File: src/rtl/sram_req_queue.sv
// sram_req_queue
//   Request front-end for the 23K640 SPI SRAM controller. Application
//   read/write requests are buffered in a small FIFO and issued one at a
//   time. The FIFO head drives the controller address/data/direction, so
//   those stay stable for the whole serial transaction. Completion is taken
//   from the controller's busy (inverted chip-select). Read data comes back
//   on a valid/ready response channel.
//
// Ports
//   i_clk, i_rst        clock, synchronous active-low reset
//   i_req_*/o_req_ready request channel (push when valid & ready)
//   o_rsp_*/i_rsp_ready read response channel
//   o_en, o_rd_n_wr,
//   o_addr, o_data      controller command (head of FIFO)
//   i_busy, i_rdata     controller status and read data
//   o_level             FIFO occupancy
module sram_req_queue #(
  parameter int DEPTH = 4,
  parameter int AW    = 16,
  parameter int DW    = 8
) (
  input  logic                     i_clk,
  input  logic                     i_rst,
  input  logic                     i_req_valid,
  output logic                     o_req_ready,
  input  logic                     i_req_rd_n_wr,
  input  logic [AW-1:0]            i_req_addr,
  input  logic [DW-1:0]            i_req_data,
  output logic                     o_rsp_valid,
  input  logic                     i_rsp_ready,
  output logic [DW-1:0]            o_rsp_data,
  output logic                     o_en,
  output logic                     o_rd_n_wr,
  output logic [AW-1:0]            o_addr,
  output logic [DW-1:0]            o_data,
  input  logic                     i_busy,
  input  logic [DW-1:0]            i_rdata,
  output logic [$clog2(DEPTH):0]   o_level
);

  localparam int PW = $clog2(DEPTH);
  localparam logic [PW:0] FULL = (PW+1)'(DEPTH);

  typedef struct packed {
    logic          rd;
    logic [AW-1:0] addr;
    logic [DW-1:0] data;
  } entry_t;

  typedef enum logic [1:0] {IDLE, ISSUE, BUSY, DONE} state_t;

  entry_t        mem [DEPTH];
  entry_t        head;
  logic [PW-1:0] wr_ptr;
  logic [PW-1:0] rd_ptr;
  logic [PW:0]   level;
  logic          push;
  logic          pop;
  logic          capture;
  state_t        state;
  state_t        state_nxt;

  assign head        = mem[rd_ptr];
  assign o_req_ready = (level != FULL);
  assign push        = i_req_valid && o_req_ready;
  assign pop         = (state == DONE);
  assign o_level     = level;
  assign o_rd_n_wr   = head.rd;
  assign o_addr      = head.addr;
  assign o_data      = head.data;

  // Read data is valid on the cycle the controller drops busy.
  assign capture     = (state == BUSY) && !i_busy && head.rd;

  // FIFO storage and pointers. Storage is cleared so the head reads as
  // zero after reset. Pointers wrap naturally because DEPTH is a power of 2.
  always_ff @(posedge i_clk) begin
    if (!i_rst) begin
      for (int i = 0; i < DEPTH; i++) mem[i] <= '0;
      wr_ptr <= '0;
      rd_ptr <= '0;
      level  <= '0;
    end else begin
      if (push) begin
        mem[wr_ptr] <= '{rd: i_req_rd_n_wr, addr: i_req_addr, data: i_req_data};
        wr_ptr      <= wr_ptr + PW'(1);
      end
      if (pop) rd_ptr <= rd_ptr + PW'(1);
      case ({push, pop})
        2'b10:   level <= level + (PW+1)'(1);
        2'b01:   level <= level - (PW+1)'(1);
        default: level <= level;
      endcase
    end
  end

  always_ff @(posedge i_clk) begin
    if (!i_rst) state <= IDLE;
    else        state <= state_nxt;
  end

  // A read is held in IDLE while an unconsumed response is pending, so a
  // new capture never collides with a consume.
  always_comb begin
    state_nxt = state;
    o_en      = 1'b0;
    case (state)
      IDLE: begin
        if (level != '0 && (!head.rd || !o_rsp_valid)) state_nxt = ISSUE;
      end
      ISSUE: begin
        o_en = 1'b1;
        if (i_busy) state_nxt = BUSY;
      end
      BUSY: begin
        if (!i_busy) state_nxt = DONE;
      end
      DONE: begin
        state_nxt = IDLE;
      end
      default: state_nxt = IDLE;
    endcase
  end

  always_ff @(posedge i_clk) begin
    if (!i_rst) begin
      o_rsp_valid <= 1'b0;
      o_rsp_data  <= '0;
    end else if (capture) begin
      o_rsp_valid <= 1'b1;
      o_rsp_data  <= i_rdata;
    end else if (o_rsp_valid && i_rsp_ready) begin
      o_rsp_valid <= 1'b0;
    end
  end

endmodule

File: config.mk
export PLATFORM = sky130hd
export DESIGN_NAME = sram_req_queue
export DESIGN_NICKNAME = d
export VERILOG_FILES = /design/src/rtl/sram_req_queue.sv
export SDC_FILE = /design/constraint.sdc
export NUM_CORES = 1
export LEC_CHECK = 0
export BUFFER_PORTS_ARGS = -buffer_cell sky130_fd_sc_hd__buf_2
export CELL_PAD_IN_SITES_DETAIL_PLACEMENT = 0
export CELL_PAD_IN_SITES_GLOBAL_PLACEMENT = 1
export CORE_UTILIZATION = 50
export DETAILED_ROUTE_END_ITERATION = 12
export PLACE_DENSITY = 0.89
export SLEW_MARGIN = 5
export SYNTH_ARGS = -nofsm -noshare
export SYNTH_HDL_FRONTEND = slang
export SYNTH_SLANG_ARGS = --single-unit
File: constraint.sdc
create_clock -name i_clk -period 5.68 [get_ports i_clk]
set_input_delay 0.852 -clock i_clk [delete_from_list [all_inputs] [get_ports i_clk]]
set_output_delay 0.852 -clock i_clk [all_outputs]
set_load 0.1 [all_outputs]
Word-level counts from Yosys, hierarchy flattened --
Memories as Yosys holds them, arrays and structs flattened. A register that Yosys moved wholly into a read port is not among the register bits. Index checks and enable logic that the tools add are counted.
Operators by class: $add $sub $neg 4, $mul 0, div/mod/pow operators 0, $lt $le $gt $ge 0, eq/ne operators 9, shifts and indexed selects 0, mux-type cells 17, bitwise gates (word level) 0, reductions and logical operators 15
Operator list (count):
- 25-bit 2-to-1 mux | 1
- 25-bit OR reduction | 1
- 2-bit 2-to-1 mux | 6
- 1-bit 2-to-1 mux | 8
- 2-bit one-hot mux with 4 select lines | 1
- 2-bit == test, second input constant | 3
- 2-bit inequality test, second input constant | 3
- 3-bit one-hot mux with 2 select lines | 1
- 1-bit logical AND | 5
- 2-bit by 1-bit adder with 2-bit output, second input constant | 2
- 2-bit by 1-bit == test with 1-bit output, second input constant | 2
- 2-bit nonzero test | 2
- 3-bit by 1-bit adder with 3-bit output, second input constant | 1
- 1-bit zero test | 3
- 3-bit inequality test, second input constant | 1
- 3-bit AND reduction | 1
- 3-bit nonzero test | 1
- 3-bit by 1-bit subtractor with 3-bit output, second input constant | 1
- 2-bit zero test | 1
- 1-bit logical OR | 1
Word-level totals: flip-flop bits (word level) 18, bits in latches 0, memory bits (writable) 100, ROM bits 0, input port bits 38, output and inout port bits 39, logic and storage cells 52, memories 1
Memory list:
- mem | words 4, bits a word 25, read ports 1, clocked after memory_dff 1, write ports 4, RTL line 52 | entry_t mem [DEPTH];

Longest topological paths before layout --
Gate-level depths: netlist of the first run.
depth in word-level cells 7, depth in mapped cells 8, depth with buffers taken out 8

Least setup slack after synthesis of the first run --
No wires, ideal clock.
path type register to register, start register level[0], in the netlist o_level[0], end memory mem[1][0] in the netlist's numbering (enable), library setup time 0.442 ns, data arrival time 4.011 ns, path slack 1.227 ns, cell stages (with the launch flop) 5, buffers on the path 0, cell sequence dfxtp_1 nor3b_2 inv_1 nand3_1 o21ai_0
RTL lines:
- from (decl) | RTL line 56 | logic [PW:0] level;
- from (signal assigned) | RTL line 90 | 2'b10: level <= level + (PW+1)'(1);
- from (signal assigned) | RTL line 91 | 2'b01: level <= level - (PW+1)'(1);
- from (signal assigned) | RTL line 92 | default: level <= level;
- to (decl) | RTL line 52

==> qor.csv, run 1 <==
metric,value,unit
post-CTS setup buffers,0,
non-filler instance count after layout,573,
Reg2Reg Setup Slack,3.28,ns
worst slew pin tran,1.10,ns
die width,104,um
clock sink total,120,
Tcrit/Tclk final,0.586,
path type of the worst setup path,reg2out,
post-synth net total,384,
"Seq/Total Area, Yosys",0.652,
Syn-to-layout area delta,20.6,%
reg-to-reg startpoint,o_level[0]$_SDFFE_PN0P_,
CP top delay family,flip-flops,
CTS H-Tree Depth,4,
Setup WS pre-CTS,2.26,ns
Arrival @ worst endpoint,2.47,ns
P_leak,0.00249,uW
Overflow after GRT,0,
final count of pins violating max slew,0,
final WL,9860,um
fillcell total,732,
Starting Density,0.524,
IO Port Bufs,76,
"most common cell after layout, fill and taps aside",and2_1,
class of the worst hold path,reg2reg,
Mapped Area,5220,sq um
max-cap viol count,0,
worst setup path endpoint,o_rd_n_wr,
hpwl dp,5830,um
worst path required time,4.83,ns
CTS Hold Buffers Added,0,
Final Hold Fails,0,
Peak VDD IR,0.000273,V
initial antenna violation count,2,
fmax,301,MHz
Crit Path Max Fanout,25,
Row Count,36,
most frequent cells in the layout,"and2_1, edfxtp_1, buf_2, mux4_2, dfxtp_1",
Core Area,9950,sq um
Yosys reg bits,120,
Final nets,469,
worst reg2reg path endpoint,mem[0][11]$_SDFFCE_PN0P_,
clk buf depth,2,
GP Congestion,0.694,
status,"complete, no violations",
worst setup margin,2.35,ns
number of global-route vias before repair,3191,
TritonCTS clock tree,built,
Via Count,2968,
post-CTS resize count,0,
crit path launch type,flip-flop,
Via density,5.18,
Crit. path cell count,2,
synth warn,0,
RSZ-0062 raised after global routing,no,
largest net degree at the start of global routing,34,
Avg Inst Size Synth,15.3,sq um
crit path cell chain,mux4_2 > buf_2,
setup TNS,0,ns
I/O Pins,77,
Worst path max stage delay,0.93,ns
TritonCTS Buffers,17,
Final min period,3.33,ns
Syn Inst Count,340,
CP max-delay cell,dfxtp_2,
PwrDens,405,nW/um^2
crit path buf inv count,1,
Die ar.,10800,sq um
Crit. End Element,output pin,
"CTS clk-pin slew, worst paths",0.06,ns
Die Height,104,um
DR DRC count,0,
GRT Util Overall,0.201,
global-route wire length before repair,16000,um
share of post-route cells with drive strength above 1,0.333,
TritonRoute pass-1 iters,4,
Final ANT Viol Nets,0,
worst reg2reg path depth,4,
worst rel slew slack,0.264,
CTS Root Cell,clkbuf_8,
clk_lat worst skew,0.52,ns
DR iter-0 viols,153,
"Distinct cells, synth",33,
# setup viols final,0,
placed cell count,539,
routed length per instance,17.2,um
skew final,0.00826,ns
-- cell type report --
class,count,area (sq um),share of cell area
Inverter,4,15.0,0.00239
Clock inverter,4,20.0,0.00318
Multi-Input combinational cell,198,1750,0.277
Tap cell,133,166,0.0264
Antenna cell,2,5.00,0.000795
Sequential cell,120,3400,0.541
Timing Repair Buffer,84,440,0.0700
Clock buffer,28,495,0.0787
-- state kept, by name, summed over array words and instances (netlist names), named ones only --
signal and flops:
o_level 3, wr_ptr 2, rd_ptr 2, mem 100, o_rsp_data 8, state 2, o_rsp_valid 1
-- per-layer routing --
layer | track usage | share of wire | vias up
met5 | 0 | 0 | -
met4 | 0.0653 | 0.0083 | 0
met3 | 0.0815 | 0.059 | 8
met2 | 0.345 | 0.52 | 89
met1 | 0.227 | 0.42 | 1462
li1 | - | - | 1409
-- kinds of logic (layout without fill, tap and decap cells) --
group | after synthesis | after routing | synth area share
mux | 27 | 27 | 0.112
simple gates | 141 | 141 | 0.168
buf+inv | 22 | 120 | 0.0194
fa+ha+maj | 6 | 6 | 0.0158
xor+xnor | 6 | 6 | 0.0101
compound gates | 18 | 18 | 0.0223
other cells | 0 | 2 | 0
flops | 120 | 120 | 0.652
-- per-stage QoR --
stage / hold WS (ns) / cell area, sq um / power (uW) / utilization
final: 0.456 / 6290 / 2550 / 0.632
after detailed placement: 0.448 / 5770 / 1640 / 0.580
after global routing: 0.476 / 6290 / 2630 / 0.632
after CTS: 0.458 / 6290 / 2560 / 0.632
after global placement: 0.441 / 5770 / 1630 / 0.580
after floorplan: 0.468 / 5220 / 1540 / -
-- synth_stat cells --
cell type  number  share of area
xnor2_1         5         0.0084
o21ai_0        11          0.011
nand3b_4        1         0.0038
fa_1            1         0.0038
nor4b_2         1         0.0029
xor2_1          1         0.0017
a31oi_2         1         0.0024
buf_2           3         0.0029
o21ai_2         1         0.0017
nand2_1        13         0.0094
nor3_1          1        0.00096
ha_1            5          0.012
buf_6           2         0.0043
and2_1        106           0.13
or3_1           1         0.0012
o21a_1          1         0.0014
nor3b_2         1         0.0024
nand2b_1        3         0.0036
inv_1           4         0.0029
dfxtp_1        20          0.077
mux4_2         25           0.11
a21boi_0        2         0.0029
nor2b_1         2         0.0024
nor4b_1         1         0.0017
a211o_1         1         0.0017
edfxtp_1      100           0.58
nand3_1         8         0.0077
nor2_1          1        0.00072
o31a_1          1         0.0017
nor4_2          1         0.0024
nand3_2         1         0.0019
mux2i_1         2         0.0038
clkbuf_1       13         0.0094
-- power by group --
| part | total, uW | internal, uW | switching (uW) | leakage [uW] |
|---|---|---|---|---|
| logic | 543 | 142 | 401 | 0.00102 |
| registers | 1080 | 1030 | 47.9 | 0.00120 |
| clock network | 922 | 578 | 344 | 0.000257 |
-- worst min-delay path by stage --
| stage | end | cells after the start | slack, ns | start |
|---|---|---|---|---|
| floorplan | state[1]$_SDFFE_PN0P_ | 2 | 0.47 | state[1]$_SDFFE_PN0P_ |
| global placement | o_rsp_data[6]$_SDFFE_PN0P_ | 2 | 0.44 | o_rsp_data[6]$_SDFFE_PN0P_ |
| detailed placement | o_rsp_data[6]$_SDFFE_PN0P_ | 2 | 0.45 | o_rsp_data[6]$_SDFFE_PN0P_ |
| CTS | o_rsp_data[6]$_SDFFE_PN0P_ | 2 | 0.46 | o_rsp_data[6]$_SDFFE_PN0P_ |
| global route | o_rsp_data[6]$_SDFFE_PN0P_ | 2 | 0.48 | o_rsp_data[6]$_SDFFE_PN0P_ |
| finish | o_rsp_data[6]$_SDFFE_PN0P_ | 2 | 0.46 | o_rsp_data[6]$_SDFFE_PN0P_ |
-- tightest hold or removal path: cells and delay by family (launching register included) --
family / cells / cell delay (ns)
DFF: 1 / 0.31
and+or+nand+nor: 1 / 0.06
AOI/OAI and AO/OA: 1 / 0.04
(Power assumes the default switching activity.)
==> inputs of run 2 (changes only) <==
- CORE_UTILIZATION: 50 -> 43
- PLACE_DENSITY: 0.89 -> 0.82
- clock period: 5.68 -> 3.05 ns (I/O delays scaled with it)
==> run 2 against run 1 <==
The flow now finishes with violations (design-rule violations). Sequential power grew 84%. Register-to-register slack got worse by 2.5 ns. Clock skew decreased by 0.00093 ns. First-iteration DRC count up 6.5%. Combinational power is 93% higher. Via count shrank 0.37%. Highest routed layer is now met5. Global-route usage is 2.3 points lower. Non-clock buffer count up 5. Critical path depth grew 1. Largest power group unchanged.
==> qor.csv, run 2 (synthesis results as in run 1) <==
metric,value,unit,change
worst setup margin,0.465,ns,-1.89 ns
CTS Root Cell,clkbuf_16,,
Sequential Power Share,0.398,,-0.027
fillcell total,933,,+27%
path type of the worst setup path,reg2out,,
GP Congestion,0.746,,+7.4%
Comb power frac,0.210,,-0.003
Starting Density,0.449,,-0.0749
Overflow after GRT,0,,unchanged
TritonCTS clock tree,built,,
clk buf depth,2,,unchanged
fmax,387,MHz,
GRT Util Overall,0.178,,-0.0227
global-route wire length before repair,16600,um,+3.2%
Setup WS pre-CTS,0.796,ns,-1.46 ns
TritonCTS Buffers,17,,unchanged
Final min period,2.58,ns,
CTS H-Tree Depth,4,,unchanged
die width,112,um,+7.7%
clock sink total,120,,unchanged
crit path cell chain,buf_4 > mux4_2 > buf_2,,
final count of pins violating max slew,0,,unchanged
"most common cell after layout, fill and taps aside",and2_1,,
ant diodes,0,,-2
Crit. End Element,output pin,,
Tcrit/Tclk final,0.847,,
DR iter-0 viols,163,,+6.5%
IO Port Bufs,76,,unchanged
Row Count,39,,+8.3%
Via density,5.05,,-2.6%
initial antenna violation count,1,,-1
max reg flops,100,,unchanged
fin util,0.554,,-0.0780
clk_lat worst skew,0.40,ns,-0.12 ns
Arrival @ worst endpoint,2.13,ns,-0.34 ns
most frequent cells in the layout,"and2_1, edfxtp_1, buf_2, mux4_2, clkbuf_16",,
Crit Path Max Fanout,25,,unchanged
TritonRoute pass-1 iters,9,,+5
Die ar.,12600,sq um,+16%
crit path launch type,flip-flop,,
post-CTS setup buffers,0,,unchanged
class of the worst hold path,in2reg,,
PwrDens,776,nW/um^2,+92%
CTS Hold Buffers Added,0,,unchanged
hpwl dp,6120,um,+5.0%
DR DRC count,5,,+5
Syn-to-layout area delta,23.4,%,
"CTS clk-pin slew, worst paths",0.05,ns,about the same
met1 Track Usage GR,0.220,,-0.00707
Psw,1500,uW,+89%
share of post-route cells with drive strength above 1,0.359,,+0.0256
P_leak,0.00256,uW,+2.9%
Clock Power Share,0.392,,+0.030
Top reg by flops,mem,,
CP max-delay cell,mux4_2,,
Final ANT Viol Nets,0,,unchanged
setup TNS,0,ns,unchanged
Final nets,474,,+1.1%
worst path required time,2.59,ns,-2.24 ns
Net Sw Frac,0.300,,-0.0110
violated checks,design-rule violations,,
routed length per instance,17.3,um,+0.42%
grt met3 use,0.0567,,-0.0248
worst rel slew slack,0.573,,+0.308
largest net degree at the start of global routing,33,,-2.9%
Final Hold Fails,0,,unchanged
RSZ-0062 raised after global routing,no,,
number of global-route vias before repair,3149,,-1.3%
Worst path max stage delay,0.66,ns,-0.27 ns
Peak VDD IR,0.000553,V,+100%
status,"finished, violations left",,
grt peak-use layer,met2,,
global-route met2 utilization,0.294,,-0.0508
# setup viols final,0,,unchanged
Die Height,112,um,+7.7%
internal power,3490,uW,+99%
Core Area,11600,sq um,+17%
max-cap viol count,0,,unchanged
worst slew pin tran,0.638,ns,-0.457 ns
Via Count,2957,,-0.37%
skew final,0.00733,ns,-0.000927 ns
final WL,10100,um,+2.7%
post-CTS resize count,0,,unchanged
I/O Pins,77,,unchanged
-- run 2: per-layer routing --
metal	wire length [um]	up-vias
met5	13	-
met4	72	2
met3	611	7
met2	5230	83
met1	4200	1446
li1	-	1419
-- run 2: critical path, delay by kind of cell, from the launching register on --
kind | cells | cell delay [ns]
mux | 1 | 0.66
flops | 1 | 0.31
buf+inv | 2 | 0.76
-- run 2: final timing paths --
check        cells after the start                          to  slack [ns]                  startpoint
max                              3                   o_rd_n_wr        0.47                   flip-flop
min                              3  o_rsp_data[7]$_SDFFE_PN0P_        0.30                  i_rdata[7]
max reg2reg                      9     o_level[2]$_SDFFE_PN0P_        0.81     o_level[2]$_SDFFE_PN0P_
min reg2reg                      2  o_rsp_data[0]$_SDFFE_PN0P_        0.47  o_rsp_data[0]$_SDFFE_PN0P_
-- run 2: power by group through the flow --
| stage | clock, uW | combinational (uW) | sequential (uW) |
|---|---|---|---|
| floorplan | 0 | 783 | 2090 |
| global placement | 0 | 1050 | 2010 |
| detailed placement | 0 | 1060 | 2020 |
| CTS | 1980 | 1060 | 1990 |
| global route | 2060 | 1110 | 2000 |
| finish | 1960 | 1050 | 1990 |
-- run 2: area by class of cell --
type	count	area (sq um)	share of cell area
repair buffers	89	478	0.0743
clock buffers	28	582	0.0904
flip-flops and latches	120	3410	0.530
multi-input cells	198	1750	0.272
well taps	143	179	0.0278
inverters	4	18.8	0.00292
clock inverters	4	21.3	0.00331
-- run 2: through the flow --
step                      total power (uW)  std cells  hold WS, ns  cell area [sq um]
after CTS                             5030        586        0.281               6430
after floorplan                       2880        340        0.468               5240
final                                 4990        586        0.295               6430
after global placement                3060        554        0.441               5830
after detailed placement              3080        554        0.458               5830
after global routing                  5170        586        0.300               6430
==> inputs of run 3 (changes only) <==
- ABC_AREA: default -> 1
- CORE_UTILIZATION: 43 -> 44
- PLACE_DENSITY: 0.82 -> 0.85
- clock period: 3.05 -> 2.5 ns (I/O delays scaled with it)
==> run 3 against run 2 <==
The run now ends clean. Routed wire length rose by 14%. Critical path type unchanged. Combinational power increased by 70%. Flip-flop and latch count is the same. Highest routed layer unchanged. Die area down 3.1%. Critical path depth is 2 higher. Global-route usage increased by 3.1 points.
==> qor.csv, run 3 <==
metric,value,unit,change
crit path launch type,flip-flop,,
worst rel slew slack,0.513,,-0.0604
worst reg2reg path endpoint,o_level[2]$_SDFFE_PN0P_,,
post-CTS setup buffers,0,,unchanged
status,"complete, no violations",,
global-route wire length before repair,18700,um,+13%
post-synth top area cell,edfxtp_1,,
IO Port Bufs,76,,unchanged
TritonCTS clock tree,built,,
xor/xnor cell area share of the yosys netlist,0,,-0.0101
final count of pins violating max slew,0,,unchanged
met3 routed WL,737,um,+21%
WHS Path Cells,4,,+1
Reg area,3410,sq um,+0.11%
initial antenna violation count,1,,unchanged
Overflow after GRT,0,,unchanged
Syn Inst Count,516,,+52%
final hold slack,0.220,ns,-0.0749 ns
Reg2Reg Setup Slack,0.50,ns,-0.31 ns
post-synth net total,560,,+46%
P_leak,0.00269,uW,+5.2%
Die Height,110,um,-1.6%
multi-input logic area,1590,sq um,-9.2%
Yosys reg bits,120,,unchanged
reg-to-reg startpoint,o_level[0]$_SDFFE_PN0P_,,
# setup viols final,0,,unchanged
Peak VDD IR,0.000547,V,-1.0%
hpwl dp,6860,um,+12%
GP Congestion,0.753,,+0.99%
clk_lat worst skew,0.41,ns,about the same
number of synthesized flops with an enable pin,100,,unchanged
Core Area,11400,sq um,-1.7%
Post-Synth Simple-Gate Area,0.151,,-0.0176
CTS H-Tree Depth,4,,unchanged
ant diodes,0,,unchanged
path type of the worst setup path,reg2out,,
GRT Util Overall,0.209,,+0.0313
clock sink total,120,,unchanged
CTS Root Cell,clkbuf_16,,
most frequent cells in the layout,"nor2_1, edfxtp_1, buf_2, inv_1, o21ai_0",,
Mapped Area,5170,sq um,-0.89%
max reg flops,100,,unchanged
Arrival @ worst endpoint,1.98,ns,-0.15 ns
Met1 Wirelength,4740,um,+13%
die width,110,um,-1.6%
Syn-to-layout area delta,25.1,%,
worst path required time,2.12,ns,-0.47 ns
setup TNS,0,ns,unchanged
I/O Pins,77,,unchanged
Adder-Cell Fraction of Synth Area,0.0160,,+0.000142
fillcell total,987,,+5.8%
TritonCTS Buffers,17,,unchanged
Final nets,643,,+36%
worst reg2reg path depth,9,,unchanged
Via Count,3829,,+29%
Tcrit/Tclk final,0.941,,
final WL,11600,um,+14%
"count leader, synth",nor2_1,,
"most common cell after layout, fill and taps aside",nor2_1,,
Final ANT Viol Nets,0,,unchanged
worst slew pin tran,0.729,ns,+0.0905 ns
Die ar.,12200,sq um,-3.1%
Compound-Gate Fraction of Synth Area,0.105,,+0.0830
"Distinct cells, synth",22,,-33%
Top reg by flops,mem,,
share of post-route cells with drive strength above 1,0.242,,-0.117
class of the worst hold path,in2reg,,
worst setup path endpoint,o_data[2],,
"Seq/Total Area, Yosys",0.658,,+0.00584
Starting Density,0.453,,+0.00362
number of global-route vias before repair,3929,,+25%
DR DRC count,0,,-5
top post-synthesis cells by count,"nor2_1, edfxtp_1, inv_1",,
clk buf depth,2,,unchanged
largest net degree at the start of global routing,51,,+55%
Final min period,2.35,ns,
max-cap viol count,0,,unchanged
area share of the largest cell type after synthesis,0.581,,+0.00515
routed length per instance,15.3,um,-11%
TritonRoute pass-1 iters,4,,-5
DR top layer,met5,,
PwrDens,997,nW/um^2,+29%
multiplexer area fraction after synthesis,0,,-0.112
Avg Inst Size Synth,10.0,sq um,-35%
main combinational cell family by area after synthesis,simple AND/OR/NAND/NOR gates,,
Crit Path Max Fanout,30,,+20%
fmax,425,MHz,
skew final,0.00716,ns,-0.000178 ns
Crit. End Element,output pin,,
Final Hold Fails,0,,unchanged
DR iter-0 viols,219,,+34%
Via density,5.07,,+0.50%
Row Count,39,,unchanged
"CTS clk-pin slew, worst paths",0.05,ns,about the same
Main synth FF type,edfxtp_1,,
RSZ-0062 raised after global routing,no,,
asr flop ratio synth,0,,unchanged
synth warn,0,,unchanged
"top cells by area, synth","edfxtp_1, nor2_1, dfxtp_1",,
met2 wire length,5960,um,+14%
==> run 3: metrics by stage <==
step	power (uW)	util	worst slack (ns)	cells	area [sq um]
2_1_floorplan	3910	-	0.0789	516	5360
3_3_place_gp	4200	0.518	0.550	723	5920
3_5_place_dp	4240	0.518	0.496	723	5920
4_1_cts	6480	0.566	0.0450	755	6460
5_1_grt	6710	0.567	0.0201	755	6470
6_report	6450	0.567	0.148	755	6470
==> run 3: kinds of logic (layout without fill, tap and decap cells) <==
logic type / Yosys count / in the layout
AOI/OAI and AO/OA: 101 / 101
and+or+nand+nor: 197 / 197
adders and majority gates: 6 / 6
buffers and inverters: 92 / 188
DFF: 120 / 120
==> run 3: repair_timing <==
item | CTS | global route
hold buffers | 0 | 0
endpoints found under the setup margin | 0 | 25
resized for setup | 0 | 1
==> run 3: worst min-delay path by stage <==
| stage | startpoint | to |
|---|---|---|
| final | i_rsp_ready | o_rsp_valid$_SDFFE_PN0P_ |
| after global routing | i_rsp_ready | o_rsp_valid$_SDFFE_PN0P_ |
| after CTS | i_rsp_ready | o_rsp_valid$_SDFFE_PN0P_ |
| after detailed placement | o_rsp_data[0]$_SDFFE_PN0P_ | o_rsp_data[0]$_SDFFE_PN0P_ |
| after global placement | rd_ptr[1]$_SDFFE_PN0P_ | rd_ptr[1]$_SDFFE_PN0P_ |
| after floorplan | rd_ptr[1]$_SDFFE_PN0P_ | flip-flop |
==> run 3: routing by layer <==
metal / track usage / vias up
met5: 0 / -
met4: 0.0836 / 2
met3: 0.0535 / 13
met2: 0.349 / 109
met1: 0.260 / 1812
li1: - / 1893
==> run 3: cell type report <==
type	instances	area share
sequential	120	0.527
multi-input combinational	304	0.245
timing repair buffer	88	0.0752
clock buffer	20	0.0675
inverter	68	0.0395
tap	143	0.0277
clock inverter	12	0.0174
==> run 3: power by group <==
| part | internal [uW] | switching, uW | total (uW) |
|---|---|---|---|
| logic | 340 | 1440 | 1780 |
| clock network | 1440 | 817 | 2260 |
| registers | 2350 | 59.3 | 2410 |
| total | 4130 | 2320 | 6450 |
==> run 3: worst max-delay path: stages, from the launching register on <==
cell	delay (ns)
dfxtp_1	0.32
inv_2	0.30
buf_12	0.23
nor2_1	0.07
o22ai_2	0.18
buf_2	0.45
